## src/rtl/rca_seq_addsub.sv

```systemverilog
// ---------------------------------------------------------------------------
// rca_seq_addsub
//   Multi-cycle ripple-carry adder/subtractor. A WIDTH-bit operation is
//   processed CHUNK bits per clock, least-significant chunk first, through a
//   single CHUNK-bit ripple slice. The carry between chunks is held in a
//   register, so NCH = WIDTH/CHUNK clocks produce one result.
//
// Ports
//   clk       rising-edge clock
//   reset_n   asynchronous active-low reset
//   start     request; sampled only when the block is not busy
//   op_sub    0: s = a + b + ci, 1: s = a - b (a + ~b + 1); sampled with start
//   a, b      WIDTH-bit operands; sampled with start
//   ci        carry-in for add; ignored for subtract
//   busy      high while chunks are being processed
//   done      one-cycle pulse; s/co/ovf are final while it is high
//   s         sum/difference register
//   co        carry out of the MSB (subtract: 1 = no borrow, a >= b unsigned)
//   ovf       signed overflow (carry into MSB XOR carry out of MSB)
//   dbg_state current FSM state, for observation only
//
// Handshake: a request is accepted on any rising edge where start=1 and
// busy=0 (IDLE or DONE state). busy rises on that edge and stays high for
// NCH cycles; done then pulses for exactly one cycle. start while busy=1 is
// ignored, and a/b/ci/op_sub are only looked at on the accepting edge.
// ---------------------------------------------------------------------------
module rca_seq_addsub #(
    parameter int WIDTH = 32,
    parameter int CHUNK = 4
) (
    input  logic             clk,
    input  logic             reset_n,
    input  logic             start,
    input  logic             op_sub,
    input  logic [WIDTH-1:0] a,
    input  logic [WIDTH-1:0] b,
    input  logic             ci,
    output logic             busy,
    output logic             done,
    output logic [WIDTH-1:0] s,
    output logic             co,
    output logic             ovf,
    output logic [1:0]       dbg_state
);

    localparam int NCH = WIDTH / CHUNK;
    localparam int CW  = (NCH > 1) ? $clog2(NCH) : 1;

    typedef enum logic [1:0] {
        ST_IDLE = 2'd0,
        ST_RUN  = 2'd1,
        ST_DONE = 2'd2
    } state_t;

    state_t            state, state_nxt;
    logic [WIDTH-1:0]  a_r, b_r;
    logic              carry_r;
    logic [CW-1:0]     cnt;

    logic [CHUNK-1:0]  a_sl, b_sl;
    logic [CHUNK:0]    sum_sl;
    logic              slice_cout;
    logic              msb_cin;
    logic              last;
    logic              accept;

    // Select the chunk addressed by cnt from the latched operands.
    always_comb begin
        a_sl = '0;
        b_sl = '0;
        for (int k = 0; k < NCH; k++) begin
            if (cnt == CW'(k)) begin
                a_sl = a_r[k*CHUNK +: CHUNK];
                b_sl = b_r[k*CHUNK +: CHUNK];
            end
        end
    end

    assign sum_sl     = {1'b0, a_sl} + {1'b0, b_sl} + {{CHUNK{1'b0}}, carry_r};
    assign slice_cout = sum_sl[CHUNK];
    // The carry into the slice MSB is recovered from that bit's sum
    // (s = a ^ b ^ cin), which holds for any CHUNK including 1.
    assign msb_cin    = a_sl[CHUNK-1] ^ b_sl[CHUNK-1] ^ sum_sl[CHUNK-1];
    assign last       = (cnt == CW'(NCH - 1));
    assign accept     = start && (state != ST_RUN);

    // Next-state and status outputs.
    always_comb begin
        state_nxt = state;
        busy      = 1'b0;
        done      = 1'b0;
        case (state)
            ST_IDLE: begin
                if (start) state_nxt = ST_RUN;
            end
            ST_RUN: begin
                busy = 1'b1;
                if (last) state_nxt = ST_DONE;
            end
            ST_DONE: begin
                done      = 1'b1;
                state_nxt = start ? ST_RUN : ST_IDLE;
            end
            default: state_nxt = ST_IDLE;
        endcase
    end

    assign dbg_state = state;

    always_ff @(posedge clk or negedge reset_n) begin
        if (!reset_n) begin
            state <= ST_IDLE;
        end else begin
            state <= state_nxt;
        end
    end

    // Datapath: operand latch on accept, one chunk per RUN cycle.
    always_ff @(posedge clk or negedge reset_n) begin
        if (!reset_n) begin
            a_r     <= '0;
            b_r     <= '0;
            carry_r <= 1'b0;
            cnt     <= '0;
            s       <= '0;
            co      <= 1'b0;
            ovf     <= 1'b0;
        end else if (accept) begin
            a_r     <= a;
            b_r     <= op_sub ? ~b : b;
            carry_r <= op_sub ? 1'b1 : ci;
            cnt     <= '0;
        end else if (state == ST_RUN) begin
            for (int k = 0; k < NCH; k++) begin
                if (cnt == CW'(k)) s[k*CHUNK +: CHUNK] <= sum_sl[CHUNK-1:0];
            end
            carry_r <= slice_cout;
            if (last) begin
                co  <= slice_cout;
                ovf <= msb_cin ^ slice_cout;
            end else begin
                cnt <= cnt + CW'(1);
            end
        end
    end

endmodule

```

## config.mk

```make
export PLATFORM = sky130hd
export DESIGN_NAME = rca_seq_addsub
export DESIGN_NICKNAME = d
export VERILOG_FILES = /design/src/rtl/rca_seq_addsub.sv
export SDC_FILE = /design/constraint.sdc
export NUM_CORES = 1
export LEC_CHECK = 0
export BUFFER_PORTS_ARGS = -buffer_cell sky130_fd_sc_hd__buf_4
export CAP_MARGIN = 20
export CORE_MARGIN = 4
export CORE_UTILIZATION = 50
export DETAILED_ROUTE_END_ITERATION = 10
export GPL_TIMING_DRIVEN = 0
export PLACE_DENSITY = 0.8
export SLEW_MARGIN = 20
export SYNTH_ARGS = -nofsm -noshare
export SYNTH_HDL_FRONTEND = slang
export SYNTH_SLANG_ARGS = --single-unit
```

## constraint.sdc

```tcl
create_clock -name clk -period 3.07 [get_ports clk]
set_input_delay 0.1535 -clock clk [delete_from_list [all_inputs] [get_ports clk]]
set_output_delay 0.1535 -clock clk [all_outputs]
set_load 0.05 [all_outputs]
```

# Word-level counts from Yosys, hierarchy flattened
# Cells that the tools add are included.
[totals]
reg_bits = 104
elab_cells = 79
output_inout_bits = 38
[op_classes]
n_eq_ne = 13
bitwise_logic = 5
muxes = 29
add_sub_neg = 3
reduce_logical = 14
[ops]
columns = ["operator", "count"]
rows = [
  ["2-to-1 mux 4 bit", 16],
  ["2-to-1 mux 32 bit", 1],
  ["inverter 32 bit", 1],
  ["AND reduction 3 bit", 8],
  ["equality test 3 bit (second input constant)", 4],
  ["2-to-1 mux 3 bit", 3],
  ["equality test 3 x 2 -> 1 bit (second input constant)", 2],
  ["2-to-1 mux 1 bit", 6],
  ["one-hot mux 2 bit (3 select lines)", 1],
  ["adder 4 x 4 -> 5 bit", 1],
  ["adder 5 x 1 -> 5 bit", 1],
  ["2-to-1 mux 2 bit", 2],
  ["!= test 2 x 1 -> 1 bit (second input constant)", 2],
  ["!= test 2 bit (second input constant)", 2],
  ["AND reduction 2 bit", 2],
  ["adder 3 x 1 -> 3 bit (second input constant)", 1],
  ["equality test 3 x 1 -> 1 bit (second input constant)", 1],
  ["zero test 3 bit", 1],
  ["bitwise XOR 1 bit", 3],
  ["equality test 2 x 1 -> 1 bit (second input constant)", 1],
  ["equality test 2 bit (second input constant)", 1],
  ["zero test 2 bit", 1],
  ["nonzero test 2 bit", 1],
  ["logical AND 1 bit", 1],
  ["inverter 1 bit", 1],
]

# Longest topological paths before layout
# Gate-level depths: netlist of run 1.
[depth]
ltp_word = 13
depth_mapped = 16

# Worst setup path before layout of run 1
# No wires, ideal clock.
[synth_timing]
path_type = "register -> register"
startpoint = "register cnt[2]"
endpoint = "register ovf"
setup_slack_ns = -0.229
arrival_time_ns = 3.167
synth_period_minus_slack_ns = 3.299
path_stages_with_launch = 16
setup_ns = 0.132
path_buffers = 4
cell_sequence = "dfrtp_1 buf_2 inv_2 buf_2 ha_1 buf_2 buf_2 a221oi_1 o31a_1 o41ai_1 fa_1 fa_1 a21o_1 a21oi_1 xnor2_1 o21ai_1"
[synth_between]
elab_chain_len = 13
[synth_rtl]
columns = ["item", "line_no", "text"]
rows = [
  ["start: declaration", "58", "logic [CW-1:0] cnt;"],
  ["start signal: assignment", "142", "cnt <= cnt + CW'(1);"],
  ["zero test 3 bit", "72", "if (cnt == CW'(k)) begin"],
  ["2-to-1 mux 4 bit (8 in series)", "72", ""],
  ["adder 4 x 4 -> 5 bit", "79", "assign sum_sl = {1'b0, a_sl} + {1'b0, b_sl} + {{CHUNK{1'b0}}, carry_r};"],
  ["adder 5 x 1 -> 5 bit", "79", ""],
  ["bitwise XOR 1 bit", "83", "assign msb_cin = a_sl[CHUNK-1] ^ b_sl[CHUNK-1] ^ sum_sl[CHUNK-1];"],
  ["bitwise XOR 1 bit", "140", "ovf <= msb_cin ^ slice_cout;"],
  ["end signal: assignment", "140", ""],
  ["end: declaration", "42", "output logic ovf,"],
]
# Several ways; a longest one is shown, not always the timed one.
# A chain may end at the register's enable or synchronous reset.

# Worst setup path in the final report of run 1
[layout_timing]
startpoint = "register cnt[2]"
endpoint = "register s[31]"
[layout_between]
elab_chain_len = 11
[layout_rtl]
columns = ["item", "line_no", "text"]
rows = [
  ["zero test 3 bit", "72", ""],
  ["2-to-1 mux 4 bit (8 in series)", "72", ""],
  ["adder 4 x 4 -> 5 bit", "79", ""],
  ["adder 5 x 1 -> 5 bit", "79", ""],
  ["end signal: indexed assignment", "135", "if (cnt == CW'(k)) s[k*CHUNK +: CHUNK] <= sum_sl[CHUNK-1:0];"],
  ["end: declaration", "40", "output logic [WIDTH-1:0] s,"],
]
# Several ways; a longest one is shown, not always the timed one.

==> summary.md, run 1 <==
| Metric | Value |
|---|---|
| DIE WIDTH | `about 110 um` |
| Area delta synth->final | `39.5%` |
| CTS tree | `yes` |
| Critical setup path kind | `flop to flop` |
| Most common cell after layout, fill and taps aside | `buf_4` |
| Crit Reg-Reg Endpoint | `s[31]` |
| Clock H-tree levels | `3` |
| Hold endpoint | `a_r[19]` |
| Crit-path leading delay family | `compound AO/OA/AOI/OAI gates` |
| Unrepaired setup endpoints after global routing | `yes` |
| Seq/Total Area, Yosys | `50.3%` |
| Wire per inst | `approximately 19 um` |
| Crit path max fanout | `8` |
| Commonest non-fill, non-tap cells in the layout | `buf_4, dfrtp_1, nand2_1` |
| Highest ir drop seen on vdd | `0.856 mV` |
| Clock skew | `between 10 and 15 ps` |
| Vias in the first global route | `4479` |
| Syn avg cell area | `10.8 um^2` |
| Slew Limit Fails | `0` |
| Port-buffer cells | `105` |
| CTS sink count | `104` |
| Fmax | `0.307 GHz` |
| Hold_sp | `a[19]` |
| Worst-Margin Slew | `~900 ps` |
| Clock buffer count from CTS | `9` |
| Fin crit share | `106%` |
| Failing checks | `setup timing` |
| Hold depth | `2` |
| Max Cap Viol | `0` |
| Endpoints failing setup | `26` |
| Initial DRC Count | `303` |
| RePlAce Congestion | `about 0.87` |
| Net count, final | `732` |
| Fill count | `682` |
| Starting density of the core | `a little over half` |
| DIE AREA | `about 12000 um^2` |
| Initial antenna violation count | `0` |
| Iteration count of the initial detailed-routing pass | `4` |
| Flops & latches, synth | `104` |
| Post-DRT Antenna Nets | `0` |
| Die height | `110 um` |
| Latest clock arrival within the worst-skew pair | `380 ps` |
| Status | `finished with violations` |
| Cells after synthesis | `479` |
| Leakage Power | `3.26 nW` |
| Hpwl dp | `around 10000 um` |
| Asr flop ratio synth | `100%` |
| Bufs and invs on worst path | `6` |
| Ys flop type | `dfrtp_1` |
| Slowest cell on the critical path | `dfrtp_1` |
| WL final | `14700 um` |
| Total power | `9.92 mW` |
| FF-to-FF setup slack | `-180 ps` |
| Hold Vio Cnt, Final | `0` |
| Fin worst setup slack | `-184 ps` |
| Hold Path Class | `input pin to flop` |
| Crit end category | `flop` |
| Path length in cells of the critical path | `16` |
| Cell row count | `36` |
| P per Cell Area | `1380 nW/um^2` |
| Worst Path Arrival | `3510 ps` |
| Post-DR vias/cell | `between 5 and 6` |
| WP data required | `3330 ps` |
| Path depth of the worst reg2reg path | `16` |
| EDFF count, synth | `0` |
| Unique masters post-synth | `46` |
| CP max stage delay | `400 ps` |
| Clk pin slew, worst setup/hold paths | `100 ps` |
| Layout cells sized above 1 | `34.4%` |
| Largest net degree at the start of global routing | `105` |
| Ys Warns | `0` |
| First-pass GRT wire length | `22100 um` |
| Min Clock Period, post-route | `about 3300 ps` |
| Worst r2r src | `cnt[2]` |
| IO Count | `between 100 and 150` |
| # diodes | `0` |
| Vias | `4415` |
| Max Root-Sink Buffers | `2` |
| GRT overflow | `0` |
| GRT Resource Usage Total | `between 20% and 30%` |
| Crit path cell chain | `buf_6 > inv_4 > buf_8 > ha_4 > buf_12 > buf_6 > nor4bb_4 > a221oi_2 > o31a_1 > o41ai_4 > ha_1 > a21o_1 > a21oi_4 > buf_12 > xor2_4 > o21ai_2` |
| Final Core Density | `72.8%` |
| Net Count, Synth | `559` |
| Worst slew margin | `38.2%` |
| Drt drc | `0` |
| Clk root buf | `clkbuf_8` |
| Crit start category | `flop` |
| Core Area | `between 9000 and 10000 um^2` |
| Cell area after synthesis | `5170 um^2` |
-- metal layers --
layer | global-route usage, % | wire [um]
met4 | 9.97 | 414
met2 | 40.5 | 7230
met3 | 5.93 | 1140
met5 | 0 | 0
met1 | 30.0 | 5900
-- sequential cells by signal (all words and copies together), names as in the netlist --
name and cells:
cnt 3, a_r 32, s 32, ovf 1, carry_r 1, b_r 32, dbg_state 2, co 1
-- logic make-up after synthesis --
logic type      count (synthesis)  synth area share, %
flops                         104                 50.3
simple gates                  110                 9.85
buf+inv                        47                 4.45
mux                            52                 11.3
fa+ha+maj                      11                 2.95
xor+xnor                       36                 6.10
compound gates                119                 15.0
-- worst max path at each step --
stage	slack [ps]	start	end
after floorplan	-10	cnt[2]	ovf
final	-180	cnt[2]	s[31]
after global routing	-280	cnt[2]	s[31]
after CTS	-90	cnt[1]	ovf
after global placement	-730	cnt[2]	s[14]
after detailed placement	-790	cnt[2]	s[14]
-- metrics by stage --
| stage | cells | instance area [um^2] | TNS (ps) | hold slack, ps | worst slack [ps] |
|---|---|---|---|---|---|
| after CTS | 782 | 7060 | -367 | 0.00927 | -90.4 |
| after detailed placement | 717 | 6150 | -15330 | 329 | -793 |
| after global placement | 717 | 6140 | -12350 | 369 | -733 |
| final | 790 | 7220 | -3240 | 10.8 | -184 |
| after global routing | 790 | 7220 | -5640 | 6.78 | -278 |
| after floorplan | 479 | 5190 | -9.93 | -142 | -9.93 |
-- area by class of cell --
cell class / instances / area, um^2 / area share (%)
Buffer: 33 / 246 / 3.42
Clock buffer: 11 / 151 / 2.10
Timing Repair Buffer: 162 / 1320 / 18.3
Sequential cell: 104 / 2610 / 36.1
Multi-Input combinational cell: 328 / 2580 / 35.8
Inverter: 14 / 57.6 / 0.798
Tap cell: 133 / 166 / 2.31
Clock inverter: 5 / 85.1 / 1.18
-- synthesized netlist by cell type, drive strengths merged (6+ instances only) --
master	instances	area, um^2
dfrtp	104	2600
nand2	60	225
o21ai	54	270
mux2	52	586
xnor2	31	272
buf	29	163
a21oi	27	143
nor2	20	82.6
inv	14	52.6
ha	9	113
nand3	6	30.0
-- power breakdown --
group          switching [mW]  internal [mW]  total, mW
clock network           0.486          0.510      0.996
registers               0.436           2.05       2.48
logic                    3.65           2.80       6.45
total                    4.57           5.35       9.92
-- timing repair --
item / in CTS / in global routing
endpoints found under the setup margin: 35 / 27
hold buffers: 29 / 1
hold endpoints to repair: 132 / 1
pin swaps: 14 / 15
buffers inserted: 20 / 7
resized for setup: 46 / 20
(Power assumes the default switching activity.)
==> run 2: changes to the inputs <==
--- a/config.mk
+++ b/config.mk
@@ -11,6 +11,7 @@
 export CORE_UTILIZATION = 50
 export DETAILED_ROUTE_END_ITERATION = 10
 export GPL_TIMING_DRIVEN = 0
+export MAX_ROUTING_LAYER = met4
 export PLACE_DENSITY = 0.8
 export SLEW_MARGIN = 20
 export SYNTH_ARGS = -nofsm -noshare
==> run 2 against run 1 <==
Compared with the run above: sequential cell count unchanged; highest routed layer unchanged; sequential power about the same; worst hold slack got worse by 1.6 ps; first-iteration DRC count decreased by 0.66%; register-to-register slack about the same; critical endpoint unchanged; global-route usage increased by 0.74 points; utilization unchanged; clock skew increased by 1.7 ps; die area unchanged; sequential share of layout area unchanged; wire length increased by 0.14%; power about the same; the run still ends with setup timing left.
==> summary.md, run 2 (synthesized netlist as in run 1, its figures left out) <==
| Metric | Value |
|---|---|
| Net count, final | `732` |
| Layout cells sized above 1 | `34.4%` |
| Commonest non-fill, non-tap cells in the layout | `buf_4, dfrtp_1, nand2_1` |
| Fill count | `about 680` |
| Critical setup path kind | `flop to flop` |
| Highest ir drop seen on vdd | `0.858 mV` |
| RePlAce Congestion | `about 0.9` |
| Crit start category | `flop` |
| Hold Path Class | `input pin to flop` |
| Hold endpoint | `a_r[19]` |
| Crit path cell chain | `buf_6 > inv_4 > buf_8 > ha_4 > buf_12 > buf_6 > nor4bb_4 > a221oi_2 > o31a_1 > o41ai_4 > ha_1 > a21o_1 > a21oi_4 > buf_12 > xor2_4 > o21ai_2` |
| Hold depth | `2` |
| Path depth of the worst reg2reg path | `16` |
| Worst-Margin Slew | `just over 900 ps` |
| Failing checks | `setup timing` |
| Status | `finished with violations` |
| Crit end category | `flop` |
| Worst slew margin | `38.9%` |
| Wire per inst | `about 19 um` |
| Total power | `a little under 10 mW` |
| CP max stage delay | `410 ps` |
| Post-DR vias/cell | `roughly 5.6` |
| Max Root-Sink Buffers | `2` |
| Min Clock Period, post-route | `3250 ps` |
| Die height | `110 um` |
| Final instance area | `7220 um^2` |
| Area delta synth->final | `39.5%` |
| Endpoints failing setup | `27` |
| FF-to-FF setup slack | `-180 ps` |
| Clock buffer count from CTS | `9` |
| Hpwl dp | `approximately 9700 um` |
| CTS tree | `yes` |
| Worst r2r src | `cnt[2]` |
| Clk root buf | `clkbuf_8` |
| Placed Instance Area | `6150 um^2` |
| Max Cap Viol | `0` |
| GRT Resource Usage Total | `24.9%` |
| WP data required | `3330 ps` |
| Vias in the first global route | `4485` |
| WL final | `14700 um` |
| Unrepaired setup endpoints after global routing | `yes` |
| Initial DRC Count | `301` |
| Most common cell after layout, fill and taps aside | `buf_4` |
| Crit path max fanout | `8` |
| DIE WIDTH | `110 um` |
| Port-buffer cells | `105` |
| Slew Limit Fails | `0` |
| CTS sink count | `104` |
| Worst Path Arrival | `3510 ps` |
| Hold_sp | `a[19]` |
| First-pass GRT wire length | `roughly 22000 um` |
| Fmax | `0.308 GHz` |
| Core Area | `9910 um^2` |
| Crit Reg-Reg Endpoint | `s[31]` |
| P per Cell Area | `between 1000 and 1500 nW/um^2` |
| Vias | `between 4000 and 5000` |
| IO Count | `roughly 110` |
| Largest net degree at the start of global routing | `about 110` |
| Starting density of the core | `between 50% and 60%` |
| Clk pin slew, worst setup/hold paths | `110 ps` |
| GRT overflow | `0` |
| Fin crit share | `106%` |
| Leakage Power | `3.26 nW` |
| Fin worst setup slack | `-178 ps` |
| Latest clock arrival within the worst-skew pair | `between 300 and 400 ps` |
| Iteration count of the initial detailed-routing pass | `5` |
| # diodes | `0` |
| Hold Vio Cnt, Final | `0` |
| Initial antenna violation count | `0` |
| Clock skew | `13.7 ps` |
| DIE AREA | `12000 um^2` |
| Hold_ws | `roughly 9 ps` |
| Drt drc | `0` |
| Post-DRT Antenna Nets | `0` |
| Largest registers | `a_r (32), b_r (32), s (32)` |
| Cell row count | `36` |
| Slowest cell on the critical path | `dfrtp_1` |
| Clock H-tree levels | `3` |
run 2: cell counts in the layout (fill, tap and decap cells not counted):
No cell type changed its count.
run 2: how the worst max path moves through the flow:
stage	startpoint	end	slack, ps	depth (start not counted)
global route	cnt[2]	s[31]	-280	16
floorplan	cnt[2]	ovf	-10	15
global placement	cnt[2]	s[14]	-730	13
detailed placement	cnt[2]	s[14]	-790	13
finish	cnt[2]	s[31]	-180	16
CTS	cnt[1]	ovf	-90	14
run 2: repair_timing:
| action | CTS | global route |
|---|---|---|
| buffers inserted | 20 | 7 |
| pin swaps | 14 | 15 |
| endpoints found under the setup margin | 35 | 27 |
| gates resized for setup | 46 | 20 |
| hold endpoints to repair | 132 | 1 |
| hold buffers | 29 | 1 |
run 2: worst max-delay path, delay by kind of cell (launching register included):
family                     cells  cell delay [ps]
buffers and inverters          6              670
xor gates and xnor gates       1              240
AOI/OAI and AO/OA              6             1010
DFF                            1              410
and+or+nand+nor                1              300
adders and majority gates      2              460
run 2: through the flow:
step / setup WS [ps] / instances / utilization, % / setup TNS, ps
2_1_floorplan: -9.93 / 479 / - / -9.93
3_3_place_gp: -733 / 717 / 62.0 / -12350
3_5_place_dp: -793 / 717 / 62.0 / -15330
4_1_cts: -90.4 / 782 / 71.2 / -367
5_1_grt: -277 / 790 / 72.8 / -5630
6_report: -178 / 790 / 72.8 / -3500
run 2: power breakdown:
| part | internal [mW] | switching [mW] |
|---|---|---|
| registers | 2.05 | 0.435 |
| clock network | 0.510 | 0.495 |
| logic | 2.80 | 3.65 |
run 2: final cells by class:
type	count	area, um^2	share of cell area [%]
Timing Repair Buffer	162	1320	18.3
Tap cell	133	166	2.31
Sequential cell	104	2610	36.1
Clock inverter	5	85.1	1.18
Inverter	14	57.6	0.798
Clock buffer	11	151	2.10
Buffer	33	246	3.42
Multi-Input combinational cell	328	2580	35.8
run 2: layer usage:
layer | track usage, % | part of all wire (%) | vias to the layer above
li1 | - | - | 2014
met1 | 30.1 | 40 | 2155
met2 | 40.7 | 49 | 219
met3 | 5.87 | 8.0 | 38
met4 | 9.97 | 2.6 | 0
met5 | - | 0 | -
